<file path="config.mk">
export PLATFORM = sky130hd
export DESIGN_NAME = music_sequencer
export DESIGN_NICKNAME = d
export VERILOG_FILES = /design/src/rtl/music_pkg.sv /design/src/rtl/duration_timer.sv /design/src/rtl/music_sequencer.sv
export SDC_FILE = /design/constraint.sdc
export NUM_CORES = 1
export LEC_CHECK = 0
export BUFFER_PORTS_ARGS = -buffer_cell sky130_fd_sc_hd__buf_4
export CAP_MARGIN = 10
export CORE_UTILIZATION = 58
export CTS_CLUSTER_SIZE = 20
export DETAILED_ROUTE_END_ITERATION = 8
export PLACE_DENSITY = 0.84
export SLEW_MARGIN = 20
export SYNTH_ARGS = -nofsm -noshare
export SYNTH_HDL_FRONTEND = slang
export SYNTH_SLANG_ARGS = --single-unit
</file>
<file path="constraint.sdc">
create_clock -name clk -period 3.7 [get_ports clk]
set_clock_uncertainty 0.2 [all_clocks]
set_input_delay 0.74 -clock clk [delete_from_list [all_inputs] [get_ports clk]]
set_output_delay 0.74 -clock clk [all_outputs]
set_load 0.1 [all_outputs]
</file>
<file path="src/rtl/music_pkg.sv">
// Shared types and constants for the note sequencer.
package music_pkg;

  typedef enum logic [1:0] {
    IDLE = 2'd0,
    PLAY = 2'd1,
    GAP  = 2'd2,
    DONE = 2'd3
  } seq_state_t;

  localparam logic [3:0] NOTE_REST = 4'h0;
  localparam logic [3:0] NOTE_END  = 4'hF;

  localparam int DEFAULT_NUM_NOTES = 10;
  localparam int DEFAULT_NOTE_W    = 4;

endpackage

</file>
<file path="src/rtl/duration_timer.sv">
// Loadable down-counter that times note and gap phases.
module duration_timer #(
  parameter int TW = 2
) (
  input  logic          clk,
  input  logic          reset,
  input  logic          load,
  input  logic [TW-1:0] loadVal,
  output logic          expired
);

  logic [TW-1:0] count;

  always_ff @(posedge clk) begin
    if (reset) begin
      count <= '0;
    end else if (load) begin
      count <= loadVal;
    end else if (count != '0) begin
      count <= count - 1'b1;
    end
  end

  // The sequencer only consults expired in PLAY/GAP, where a reload is itself
  // decided from expired; masking with load here would close a combinational loop.
  assign expired = (count == '0);

endmodule

</file>
<file path="src/rtl/music_sequencer.sv">
// Plays a latched song word as a series of timed notes separated by silent gaps.
module music_sequencer
  import music_pkg::*;
#(
  parameter int NUM_NOTES   = DEFAULT_NUM_NOTES,
  parameter int NOTE_W      = DEFAULT_NOTE_W,
  parameter int NOTE_CYCLES = 4000000,
  parameter int GAP_CYCLES  = 400000
) (
  input  logic                        clk,
  input  logic                        reset,
  input  logic                        ce,
  input  logic                        start,
  input  logic [NUM_NOTES*NOTE_W-1:0] flattenedMCUout,
  output logic [NOTE_W-1:0]           noteOut,
  output logic                        noteOn,
  output logic [3:0]                  slotIdx,
  output logic                        makingMusic,
  output logic                        songDone,
  output seq_state_t                  state
);

  localparam int WORD_W    = NUM_NOTES * NOTE_W;
  localparam int MAX_CYC   = (NOTE_CYCLES > GAP_CYCLES) ? NOTE_CYCLES : GAP_CYCLES;
  localparam int TW        = $clog2((MAX_CYC > 2) ? MAX_CYC : 2);
  localparam int GAP_LOAD  = (GAP_CYCLES > 0) ? GAP_CYCLES - 1 : 0;
  localparam logic [TW-1:0]     NOTE_VAL  = TW'(NOTE_CYCLES - 1);
  localparam logic [TW-1:0]     GAP_VAL   = TW'(GAP_LOAD);
  localparam logic [3:0]        LAST_SLOT = 4'(NUM_NOTES - 1);
  localparam logic [NOTE_W-1:0] CODE_END  = NOTE_W'(NOTE_END);
  localparam logic [NOTE_W-1:0] CODE_REST = NOTE_W'(NOTE_REST);

  function automatic logic [NOTE_W-1:0] slot_code(input logic [WORD_W-1:0] w,
                                                   input logic [3:0] idx);
    slot_code = '0;
    for (int i = 0; i < NUM_NOTES; i++) begin
      if (idx == 4'(i)) slot_code = w[(NUM_NOTES-1-i)*NOTE_W +: NOTE_W];
    end
  endfunction

  logic [WORD_W-1:0] word_q;
  logic [NOTE_W-1:0] first_code;
  logic [NOTE_W-1:0] next_code;
  logic [3:0]        next_slot;
  logic              advance_end;
  logic              accept;
  logic              do_adv;
  logic              expired;
  logic              load;
  logic [TW-1:0]     load_val;

  // start is a single-cycle request, accepted only in IDLE with ce low;
  // there is no back-pressure, a refused start is simply dropped.
  assign accept      = (state == IDLE) && start && !ce;
  assign first_code  = slot_code(flattenedMCUout, 4'd0);
  assign next_slot   = slotIdx + 4'd1;
  assign next_code   = slot_code(word_q, next_slot);
  assign advance_end = (slotIdx == LAST_SLOT) || (next_code == CODE_END);
  assign do_adv      = !ce && expired &&
                       (((state == PLAY) && (GAP_CYCLES == 0)) || (state == GAP));

  always_comb begin
    load     = 1'b0;
    load_val = NOTE_VAL;
    case (state)
      IDLE: load = accept && (first_code != CODE_END);
      PLAY: begin
        if (!ce && expired && (GAP_CYCLES > 0)) begin
          load     = 1'b1;
          load_val = GAP_VAL;
        end else if (do_adv && !advance_end) begin
          load = 1'b1;
        end
      end
      GAP:     load = do_adv && !advance_end;
      default: load = 1'b0;
    endcase
  end

  duration_timer #(.TW(TW)) u_timer (
    .clk     (clk),
    .reset   (reset),
    .load    (load),
    .loadVal (load_val),
    .expired (expired)
  );

  always_ff @(posedge clk) begin
    if (reset) begin
      state       <= IDLE;
      word_q      <= '0;
      slotIdx     <= '0;
      noteOut     <= '0;
      noteOn      <= 1'b0;
      makingMusic <= 1'b0;
      songDone    <= 1'b0;
    end else begin
      songDone <= 1'b0;
      case (state)
        IDLE: begin
          if (accept) begin
            word_q  <= flattenedMCUout;
            slotIdx <= 4'd0;
            if (first_code == CODE_END) begin
              state    <= DONE;
              songDone <= 1'b1;
            end else begin
              state       <= PLAY;
              noteOut     <= first_code;
              noteOn      <= (first_code != CODE_REST);
              makingMusic <= 1'b1;
            end
          end
        end
        PLAY, GAP: begin
          if (ce) begin
            state       <= IDLE;
            noteOut     <= '0;
            noteOn      <= 1'b0;
            makingMusic <= 1'b0;
          end else if (state == PLAY && expired && (GAP_CYCLES > 0)) begin
            state   <= GAP;
            noteOut <= '0;
            noteOn  <= 1'b0;
          end else if (do_adv) begin
            if (advance_end) begin
              state       <= DONE;
              songDone    <= 1'b1;
              noteOut     <= '0;
              noteOn      <= 1'b0;
              makingMusic <= 1'b0;
            end else begin
              state   <= PLAY;
              slotIdx <= next_slot;
              noteOut <= next_code;
              noteOn  <= (next_code != CODE_REST);
            end
          end
        end
        default: state <= IDLE;
      endcase
    end
  end

endmodule

</file>
==> results.cfg <==
[setup_path]
reg2regPathDepth = 11
setup.worst_path.class = reg2reg
reg2reg_from = slotIdx[1]
max_stage_delay_ns = 0.62
cp_max_fo = 23
end_kind = flip-flop
arrival_ns = 3.41
rr_endpoint = u_timer.count[5]
start_kind = flip-flop
path_cells = inv_1 > ha_1 > nor2_1 > a221o_1 > a21oi_1 > a2bb2oi_1 > o32ai_2 > o41ai_4 > buf_4 > o21bai_4 > a211o_1
cp.required_ns = 3.74
cpLargestDelayFamily = compound AO/OA/AOI/OAI gates
worstSetupStartpoint = slotIdx[1]
rrSetupSlack_ns = 0.33
worst_path_max_delay_cell = ha_1
path_depth = 11
endpoint = u_timer.count[5]
path_buf_inv = 2

[layout]
register_area_um2 = 1504
n_antenna_cell = 0
final_cells = 655
final_nets = 609
multi_input_area_um2 = 2406
final_common_cell = nand2_1
fillers = 581
mostFrequentLayoutCells = 98 x nand2_1, 73 x dfxtp_1, 62 x buf_4
area_growth_syn_to_layout_pct = 15.04
post-route-util = 0.6919
drive_gt1_frac = 0.1843

[synthesis]
synth_enable_flop_cells = 0
synth.distinct_cells = 70
postSynthAreaPerCell_um2 = 8.041
synth_area_um2 = 4109
async_flop_share = 0
yosys_warnings = 0
synth_nets = 565
ys_seq_area_frac = 0.3654
synth-seq-cells = 75
syn_inst = 511
ys.flop_type = dfxtp_1

[cts]
cts-htree-levels = 3
clk_path_buf_depth = 2
post-cts-setup-buffers = 0
numClockSinks = 75
cts_tree = done
root_buffer = clkbuf_8
cts_buffers = 9
cts_hold_buf = 0
postCtsResizedCells = 0
insertion_delay_ns = 0.35
path_clk_slew_ns = 0.07

[grt]
grt_pass1_wl_mm = 16.58
track_usage = 0.2858
antenna_found_initial = 0
grt_pass1_vias = 3580
grt_overflow = 0
grt_start_max_net_pins = 62

[sta]
setup_viol = 0
fin_setup_tns_ns = 0
slew_headroom = 0.5309
max_freq_mhz = 296.6
slew_viol_final = 0
period_share = 0.9112
rsz0062_at_grt = no
hold_violations = 0
finalWorstSetupSlack_ns = 0.3287
fin_crit_ns = 3.371
tightest_slew_ns = 0.7037

[placement]
io_buffers = 56
place_ws_ns = 0.3879
gp_congestion = 0.8815
dp_cells = 640
dp_hpwl_mm = 7.315

[power_and_ir_drop]
leakagePower_nw = 1.889
power.density_nw_per_um2 = 573.5
peakVddDrop_mv = 0.4731

[floorplan]
io_pins = 57
coreArea_um2 = 6832
dieArea_um2 = 7425
rows = 30
die_w_um = 86.17
die_h_um = 86.17
start_util = 0.6015

[status]
outcome = finished clean

[detailed_routing]
first_pass_iters = 5
wire_per_inst_um = 15.54
remaining_drc_errors = 0
vias = 3864
ant_nets = 0
viasPerCell = 5.899
wl_mm = 10.18
first_iter_violations = 278

[hold_path]
hold_class = reg2reg

[job]
max-cap-violations = 0
==> registers in the layout (all words and copies together), names as in the netlist <==
| signal | cells |
|---|---|
| word_q | 40 |
| u_timer.count | 22 |
| noteOut | 4 |
| slotIdx | 4 |
| state | 2 |
| makingMusic | 1 |
| noteOn | 1 |
| songDone | 1 |
==> worst min path at each step <==
| stage | from | end | slack (ns) | cells after the start |
|---|---|---|---|---|
| 2_1_floorplan | word_q[10] | word_q[10] | 0.23 | 2 |
| 3_3_place_gp | word_q[12] | word_q[12] | 0.25 | 2 |
| 3_5_place_dp | word_q[10] | word_q[10] | 0.25 | 2 |
| 4_1_cts | word_q[10] | word_q[10] | 0.26 | 2 |
| 5_1_grt | word_q[8] | word_q[8] | 0.28 | 2 |
| 6_report | word_q[10] | word_q[10] | 0.26 | 2 |
==> report_power, final <==
group | switching [W] | internal (W)
Combinational | 0.000661 | 0.000432
Sequential | 0.000128 | 0.000946
Clock | 0.000290 | 0.000255
Total | 0.00108 | 0.00163
==> cell usage after synthesis, drive strengths merged, types with 3 or more instances <==
master | number | area share
o21ai | 15 | 0.019
or4 | 4 | 0.0091
inv | 19 | 0.017
o32ai | 3 | 0.012
xor2 | 6 | 0.013
nand4 | 5 | 0.0076
nand3b | 4 | 0.0073
ha | 10 | 0.030
o22ai | 5 | 0.0076
nor2b | 10 | 0.017
a31oi | 4 | 0.0076
nor4 | 5 | 0.0076
nand2b | 4 | 0.0061
nand3 | 15 | 0.019
buf | 9 | 0.013
clkbuf | 20 | 0.018
a2111o | 3 | 0.0085
a211oi | 10 | 0.019
o221ai | 3 | 0.0079
nor3 | 13 | 0.021
a21oi | 59 | 0.072
nand2 | 98 | 0.090
a2bb2oi | 4 | 0.010
a211o | 10 | 0.021
o211ai | 6 | 0.012
xnor2 | 12 | 0.026
nor2 | 34 | 0.031
nor3b | 4 | 0.0085
mux2i | 5 | 0.012
or3 | 8 | 0.012
and3 | 5 | 0.0076
dfxtp | 75 | 0.37
a22oi | 3 | 0.0088
==> tightest hold or removal path: stages, from the launching register on <==
cell	delay, ns
dfxtp_1	0.31
nand2_1	0.05
a21oi_1	0.05
==> layout make-up <==
cell class	count	share of cell area
Clock buffer	12	0.03070
Inverter	19	0.01509
Clock inverter	3	0.003176
Tap cell	96	0.02541
Multi-Input combinational cell	388	0.5090
Timing Repair Buffer	62	0.09846
Sequential cell	75	0.3182
==> cells by family (layout without fill, tap and decap cells) <==
group / after synthesis / in the layout / share of synthesized area
simple gates: 215 / 215 / 0.2573
compound gates: 140 / 140 / 0.2473
flops: 75 / 75 / 0.3654
buf+inv: 48 / 96 / 0.04902
xor+xnor: 18 / 18 / 0.03837
fa+ha+maj: 10 / 10 / 0.03045
mux: 5 / 5 / 0.01218
==> through the flow <==
step           power (W)  instance area (µm²)  hold WS, ns
4_1_cts         0.002709                 4727       0.2606
2_1_floorplan   0.001919                 4111       0.2319
3_5_place_dp    0.002163                 4567       0.2504
6_report        0.002711                 4727       0.2599
5_1_grt         0.002869                 4727       0.2780
3_3_place_gp    0.002122                 4567       0.2481
==> routing by layer <==
layer / vias to the layer above / GRT usage / share of wire
met5: - / 0 / 0
met4: 0 / 0.08333 / 0.011
met3: 10 / 0.05905 / 0.064
met2: 144 / 0.4545 / 0.46
met1: 1817 / 0.3934 / 0.47
li1: 1893 / - / -
(Power assumes the default switching activity.)
